### config.mk
export PLATFORM = sky130hd
export DESIGN_NAME = conv_arbiter
export DESIGN_NICKNAME = d
export VERILOG_FILES = /design/src/rtl/conv_pkg.sv /design/src/rtl/rr_arb2.sv /design/src/rtl/conv_arbiter.sv
export SDC_FILE = /design/constraint.sdc
export NUM_CORES = 1
export LEC_CHECK = 0
export CORE_UTILIZATION = 35
export DETAILED_ROUTE_END_ITERATION = 6
export HOLD_SLACK_MARGIN = 0.1
export PLACE_DENSITY_LB_ADDON = 0.3
export SYNTH_ARGS = -nofsm -noshare
export SYNTH_HDL_FRONTEND = slang
export SYNTH_HIERARCHICAL = 1
export SYNTH_SLANG_ARGS = --single-unit
### constraint.sdc
create_clock -name clk -period 3.1 [get_ports clk]
set_input_delay 0.62 -clock clk [delete_from_list [all_inputs] [get_ports clk]]
set_output_delay 0.62 -clock clk [all_outputs]
set_load 0.03 [all_outputs]
### src/rtl/conv_pkg.sv
// conv_pkg: FSM state encoding and job-size constants shared by the
// convolution-engine arbiter and its bench.
package conv_pkg;

    typedef logic [1:0] state_t;

    localparam state_t IDLE  = 2'd0;
    localparam state_t LOAD  = 2'd1;
    localparam state_t WAIT  = 2'd2;
    localparam state_t DRAIN = 2'd3;

    localparam int N_IFM = 49;
    localparam int N_WGT = 9;
    localparam int N_OFM = 25;

endpackage

### src/rtl/rr_arb2.sv
// rr_arb2: two-way round-robin pick (combinational) with a registered
// priority pointer. Ports: clk, rst_n, req[1:0], take (commit the pick),
// gnt[1:0] one-hot pick (zero when no request).
module rr_arb2 (
    input  logic       clk,
    input  logic       rst_n,
    input  logic [1:0] req,
    input  logic       take,
    output logic [1:0] gnt
);

    // prio_q = 1 means requester 1 wins a tie
    logic prio_q;
    logic prio_d;

    always_comb begin
        gnt = req;
        if (req == 2'b11) begin
            gnt = prio_q ? 2'b10 : 2'b01;
        end
        prio_d = prio_q;
        // whoever is served now loses the next tie
        if (take && (gnt != 2'b00)) begin
            prio_d = gnt[0];
        end
    end

    always_ff @(posedge clk or negedge rst_n) begin
        if (!rst_n) begin
            prio_q <= 1'b0;
        end else begin
            prio_q <= prio_d;
        end
    end

endmodule

### src/rtl/conv_arbiter.sv
// conv_arbiter: shares one 7x7 IFM / 3x3 weight convolution engine between
// two requesters, one job at a time (IDLE -> LOAD -> WAIT -> DRAIN).
// Ports: clk, rst_n; req, src_valid, src_wvalid, src_ifm0/1, src_wgt0/1
// from requesters; gnt one-hot grant; eng_* to/from the engine;
// rsp_valid/rsp_data results; done per-requester job pulse; err watchdog.
// Build option: define CONV_ARB_TIMEOUT_EN to enable the WAIT watchdog.
module conv_arbiter #(
    parameter int N_IFM   = conv_pkg::N_IFM,
    parameter int N_WGT   = conv_pkg::N_WGT,
    parameter int N_OFM   = conv_pkg::N_OFM,
    parameter int TIMEOUT = 64
) (
    input  logic        clk,
    input  logic        rst_n,
    input  logic [1:0]  req,
    input  logic [1:0]  src_valid,
    input  logic [1:0]  src_wvalid,
    input  logic [15:0] src_ifm0,
    input  logic [15:0] src_ifm1,
    input  logic [15:0] src_wgt0,
    input  logic [15:0] src_wgt1,
    output logic [1:0]  gnt,
    output logic        eng_in_valid,
    output logic        eng_weight_valid,
    output logic [15:0] eng_ifm,
    output logic [15:0] eng_weight,
    input  logic        eng_out_valid,
    input  logic [35:0] eng_ofm,
    output logic [1:0]  rsp_valid,
    output logic [35:0] rsp_data,
    output logic [1:0]  done,
    output logic        err
);

    import conv_pkg::*;

    // counters are 6 bits wide and must never wrap inside a job
    if (N_IFM < 1 || N_IFM > 63 || N_WGT < 1 || N_WGT > 63 ||
        N_OFM < 1 || N_OFM > 63 || TIMEOUT < 1 || TIMEOUT > 127)
    begin : g_bad_cfg
        $error("conv_arbiter: parameter out of range");
    end

    localparam logic [5:0] IFM_LAST = 6'(N_IFM - 1);
    localparam logic [5:0] OFM_LAST = 6'(N_OFM - 1);

    state_t      state_q, state_d;
    logic [5:0]  ifm_cnt_q, ifm_cnt_d;
    logic [5:0]  wgt_cnt_q, wgt_cnt_d;
    logic [5:0]  ofm_cnt_q, ofm_cnt_d;
    logic [1:0]  gnt_q, gnt_d;
    logic [1:0]  rsp_valid_q, rsp_valid_d;
    logic [35:0] rsp_data_q, rsp_data_d;
    logic [1:0]  done_q, done_d;

    logic [1:0]  arb_gnt;
    logic        in_load;
    logic        res_take;
    logic        res_last;
    logic        tmo_hit;

    rr_arb2 u_arb (
        .clk   (clk),
        .rst_n (rst_n),
        .req   (req),
        .take  (state_q == IDLE),
        .gnt   (arb_gnt)
    );

    // zero-latency mux of the granted source; everything else masked
    assign in_load = (state_q == LOAD);

    assign eng_in_valid = in_load
                       && ((src_valid & gnt_q) != 2'b00)
                       && (ifm_cnt_q < 6'(N_IFM));

    assign eng_weight_valid = in_load
                           && ((src_wvalid & gnt_q) != 2'b00)
                           && (wgt_cnt_q < 6'(N_WGT));

    assign eng_ifm = !eng_in_valid ? 16'h0000
                   : (gnt_q[1] ? src_ifm1 : src_ifm0);

    assign eng_weight = !eng_weight_valid ? 16'h0000
                      : (gnt_q[1] ? src_wgt1 : src_wgt0);

    assign res_take = eng_out_valid
                   && ((state_q == WAIT) || (state_q == DRAIN))
                   && (ofm_cnt_q < 6'(N_OFM));

    assign res_last = res_take && (ofm_cnt_q == OFM_LAST);

`ifdef CONV_ARB_TIMEOUT_EN
    logic [6:0] tmo_cnt_q, tmo_cnt_d;
    logic       err_q, err_d;

    assign tmo_hit = (state_q == WAIT) && !eng_out_valid
                  && (tmo_cnt_q == 7'(TIMEOUT - 1));

    always_comb begin
        tmo_cnt_d = 7'd0;
        if ((state_q == WAIT) && !eng_out_valid) begin
            tmo_cnt_d = tmo_cnt_q + 7'd1;
        end
        err_d = tmo_hit;
    end

    always_ff @(posedge clk or negedge rst_n) begin
        if (!rst_n) begin
            tmo_cnt_q <= 7'd0;
            err_q     <= 1'b0;
        end else begin
            tmo_cnt_q <= tmo_cnt_d;
            err_q     <= err_d;
        end
    end

    assign err = err_q;
`else
    assign tmo_hit = 1'b0;
    assign err     = 1'b0;
`endif

    always_comb begin
        state_d     = state_q;
        ifm_cnt_d   = ifm_cnt_q;
        wgt_cnt_d   = wgt_cnt_q;
        ofm_cnt_d   = ofm_cnt_q;
        gnt_d       = gnt_q;
        rsp_valid_d = 2'b00;
        rsp_data_d  = 36'h0;
        done_d      = 2'b00;

        if (res_take) begin
            rsp_valid_d = gnt_q;
            rsp_data_d  = eng_ofm;
            ofm_cnt_d   = ofm_cnt_q + 6'd1;
        end
        if (res_last) begin
            done_d = gnt_q;
        end

        unique case (state_q)
            IDLE: begin
                if (req != 2'b00) begin
                    state_d = LOAD;
                    gnt_d   = arb_gnt;
                end
            end
            LOAD: begin
                if (eng_in_valid) begin
                    ifm_cnt_d = ifm_cnt_q + 6'd1;
                end
                if (eng_weight_valid) begin
                    wgt_cnt_d = wgt_cnt_q + 6'd1;
                end
                if (eng_in_valid && (ifm_cnt_q == IFM_LAST)) begin
                    state_d = WAIT;
                end
            end
            WAIT: begin
                if (res_take) begin
                    state_d = res_last ? IDLE : DRAIN;
                end else if (tmo_hit) begin
                    state_d = IDLE;
                end
            end
            DRAIN: begin
                if (res_last) begin
                    state_d = IDLE;
                end
            end
            default: begin
                state_d = IDLE;
            end
        endcase

        // entering IDLE ends the job: release grant, clear counters
        if ((state_d == IDLE) && (state_q != IDLE)) begin
            gnt_d     = 2'b00;
            ifm_cnt_d = 6'd0;
            wgt_cnt_d = 6'd0;
            ofm_cnt_d = 6'd0;
        end
    end

    always_ff @(posedge clk or negedge rst_n) begin
        if (!rst_n) begin
            state_q     <= IDLE;
            ifm_cnt_q   <= 6'd0;
            wgt_cnt_q   <= 6'd0;
            ofm_cnt_q   <= 6'd0;
            gnt_q       <= 2'b00;
            rsp_valid_q <= 2'b00;
            rsp_data_q  <= 36'h0;
            done_q      <= 2'b00;
        end else begin
            state_q     <= state_d;
            ifm_cnt_q   <= ifm_cnt_d;
            wgt_cnt_q   <= wgt_cnt_d;
            ofm_cnt_q   <= ofm_cnt_d;
            gnt_q       <= gnt_d;
            rsp_valid_q <= rsp_valid_d;
            rsp_data_q  <= rsp_data_d;
            done_q      <= done_d;
        end
    end

    assign gnt       = gnt_q;
    assign rsp_valid = rsp_valid_q;
    assign rsp_data  = rsp_data_q;
    assign done      = done_q;

endmodule

==> metrics.md <==
| Metric | Value |
|---|---|
| Reg-to-reg critical path startpoint | `ifm_cnt_q[0]` |
| Register area share after synthesis | `0.533` |
| Synth Register Bits | `63` |
| Synth cell count leaders | `dfrtp_1 (63), nor2_1 (44), and2_1 (42)` |
| Final Non-Filler Cells | `576` |
| Critical path's slowest cell | `dfrtp_1` |
| Row count | `33` |
| Required @ worst endpoint | `2.48 ns` |
| Drt via density | `4.60` |
| R2r worst-path depth | `7` |
| Total track usage | `0.192` |
| Post-Route WL | `8.30 mm` |
| Arrival @ worst endpoint | `2.33 ns` |
| Hold_buf cts | `0` |
| Initial DRC Count | `108` |
| Max Clock Freq | `0.340 GHz` |
| Clk root buf | `clkbuf_8` |
| Crit. End Element | `output port` |
| Syn Inst Count | `279` |
| Power consumption | `1.63 mW` |
| Worst-path clk slew | `0.06 ns` |
| Core area | `0.00822 mm2` |
| Worst R2R End | `ifm_cnt_q[3]` |
| Setup_tns | `0 ns` |
| Unrepaired setup endpoints after global routing | `no` |
| Nature of the critical path startpoint | `flop` |
| Pre-CTS setup slack | `0.301 ns` |
| Final WS setup | `0.155 ns` |
| Slew @ Worst Pin | `0.711 ns` |
| Antenna diode count | `0` |
| I/O Buffers | `184` |
| Reg area | `0.00158 mm2` |
| Number of antenna violations at the first check in global routing | `0` |
| Nets | `583` |
| Leak | `2.30 nW` |
| Drt wl/cell | `14.4 um` |
| Status | `complete, no violations` |
| Drc violations | `0` |
| Post-CTS sizing | `0` |
| Async S/R FF share, synth | `1.00` |
| DIE AREA | `0.00883 mm2` |
| Number of enable flip-flop cells after synthesis | `0` |
| Max-cap viol count | `0` |
| Worst-Skew Late Latency | `0.33 ns` |
| Final Wtd Congestion | `0.737` |
| CP cell instances | `inv_1, ha_1, or3b_1, a311o_1, buf_12, nor2_1, buf_12` |
| Leading cell type by number of instances after synthesis | `dfrtp_1` |
| Multi-input combinational cell area | `0.00128 mm2` |
| Syn_area_per_cell | `10.6 um2` |
| Placed insts | `560` |
| GRT Residual Overflow | `0` |
| CTS tree | `yes` |
| IO Count | `186` |
| Synth Cell Area | `0.00296 mm2` |
| Critical Path Fanout Max | `16` |
| Most common cell on crit path | `buf_12` |
| Max Slew Vio Count | `0` |
| Setup CP Type | `reg2out` |
| Post-detail-place hpwl | `6.60 mm` |
| Synth warn | `6` |
| Max clock buf depth | `2` |
| Worst clock skew | `0.00996 ns` |
| Pre-antenna DRT Iters | `4` |
| First-pass GRT wire length | `12.7 mm` |
| Vias in the first global route | `2608` |
| CTS sink count | `63` |
| Layout cell share with drive strength beyond 1 | `0.125` |
| Die W | `94.0 um` |
| Fillers | `697` |
| Ys flop type | `dfrtp_1` |
| Synth area leaders | `dfrtp_1 (53%), mux2i_1 (13%), and2_1 (8.9%), nor2_1 (5.6%), ha_1 (3.4%)` |
| Top cell type by total area after synthesis | `dfrtp_1` |
| H-tree depth | `3` |
| CP startpoint | `ifm_cnt_q[0]` |
| Post-CTS Setup Repair Bufs | `0` |
| Fin crit period | `2.95 ns` |
| CTS Buf Count | `9` |
| Syn Nets | `396` |
| Hold Path Class | `in2async` |
| Via count | `2647` |
| Slowest cell delay on critical path | `0.43 ns` |
| PwrDens | `321 mW/mm2` |
| Worst reg2reg setup slack | `0.94 ns` |
| Yosys top cell area share | `0.533` |
| Rel. slew slack | `0.526` |
| Final hold viol count | `0` |
| Largest net degree at the start of global routing | `35` |
| Post-route clock period utilization | `0.950` |
| Antenna-violating nets left | `0` |
| Die Ht | `94.0 um` |
| Util after Layout | `0.618` |
| Initial Util | `0.360` |
| Maximum VDD drop | `158 uV` |
| Setup violators final | `0` |
| Count of different cell masters after synthesis | `40` |
| Area Growth Syn to Fin | `71.5%` |
| End of the critical path | `eng_ifm[2]` |
==> worst max-delay path, delay by kind of cell (launching register included) <==
| family | cells | cell delay [ns] |
|---|---|---|
| fa+ha+maj | 1 | 0.14 |
| simple gates | 2 | 0.59 |
| buf+inv | 3 | 0.43 |
| flops | 1 | 0.43 |
| compound gates | 1 | 0.41 |
==> sequential cells by signal (all words and copies together) (netlist names) <==
name,cells
rsp_data,36
ofm_cnt_q,6
wgt_cnt_q,6
gnt,2
rsp_valid,2
done,2
ifm_cnt_q,6
state_q,2
u_arb/prio_q,1
==> power by group <==
part,internal [mW],leakage (nW),switching [mW]
clock,0.333,0.0934,0.299
sequential,0.822,0.874,0
combinational,0.128,1.33,0.0458
==> final cells by class <==
cell class / count / share of cell area
clock buffers: 13 / 0.0313
clock inverters: 3 / 0.00370
inverters: 9 / 0.00665
multi-input cells: 192 / 0.252
flip-flops and latches: 63 / 0.311
well taps: 105 / 0.0259
repair buffers: 191 / 0.370
==> metrics by stage <==
step                hold WS, ns  cell area [um2]
floorplan                 0.324             2960
global placement          0.387             4900
detailed placement        0.384             4900
CTS                       0.349             5080
global route              0.365             5080
finish                    0.337             5080
==> layout by cell type, fill, tap and decap left out, types with 3 or more instances in the layout <==
cell type	count
and2_1	42
buf_4	35
inv_1	8
nand2_1	13
a21oi_1	6
nor2_1	44
buf_12	6
nand2b_1	3
mux2i_1	38
clkdlybuf4s50_1	149
clkbuf_8	11
dfrtp_1	62
nand3_1	5
o21ai_0	3
ha_1	8
==> kinds of logic after synthesis <==
kind of cell	synth area share
fa+ha+maj	0.0338
compound gates	0.0499
xor+xnor	0.00592
other cells	0.00127
buf+inv	0.0359
flops	0.533
mux	0.132
simple gates	0.208
==> how the worst min path moves through the flow <==
stage / from / to / cells after the start
floorplan: rst_n / done[0] / 0
global placement: ofm_cnt_q[5] / ofm_cnt_q[5] / 0
detailed placement: ofm_cnt_q[5] / ofm_cnt_q[5] / 0
CTS: rst_n / rsp_data[17] / 1
global route: rst_n / rsp_data[17] / 1
finish: rst_n / rsp_data[17] / 1
==> routing by layer <==
metal,up-vias,GRT usage,wire (um)
li1,1296,-,-
met1,1282,0.234,3510
met2,58,0.324,4340
met3,11,0.0550,305
met4,0,0.0641,141
met5,-,0,0
Power figures use the tool's default switching activity.
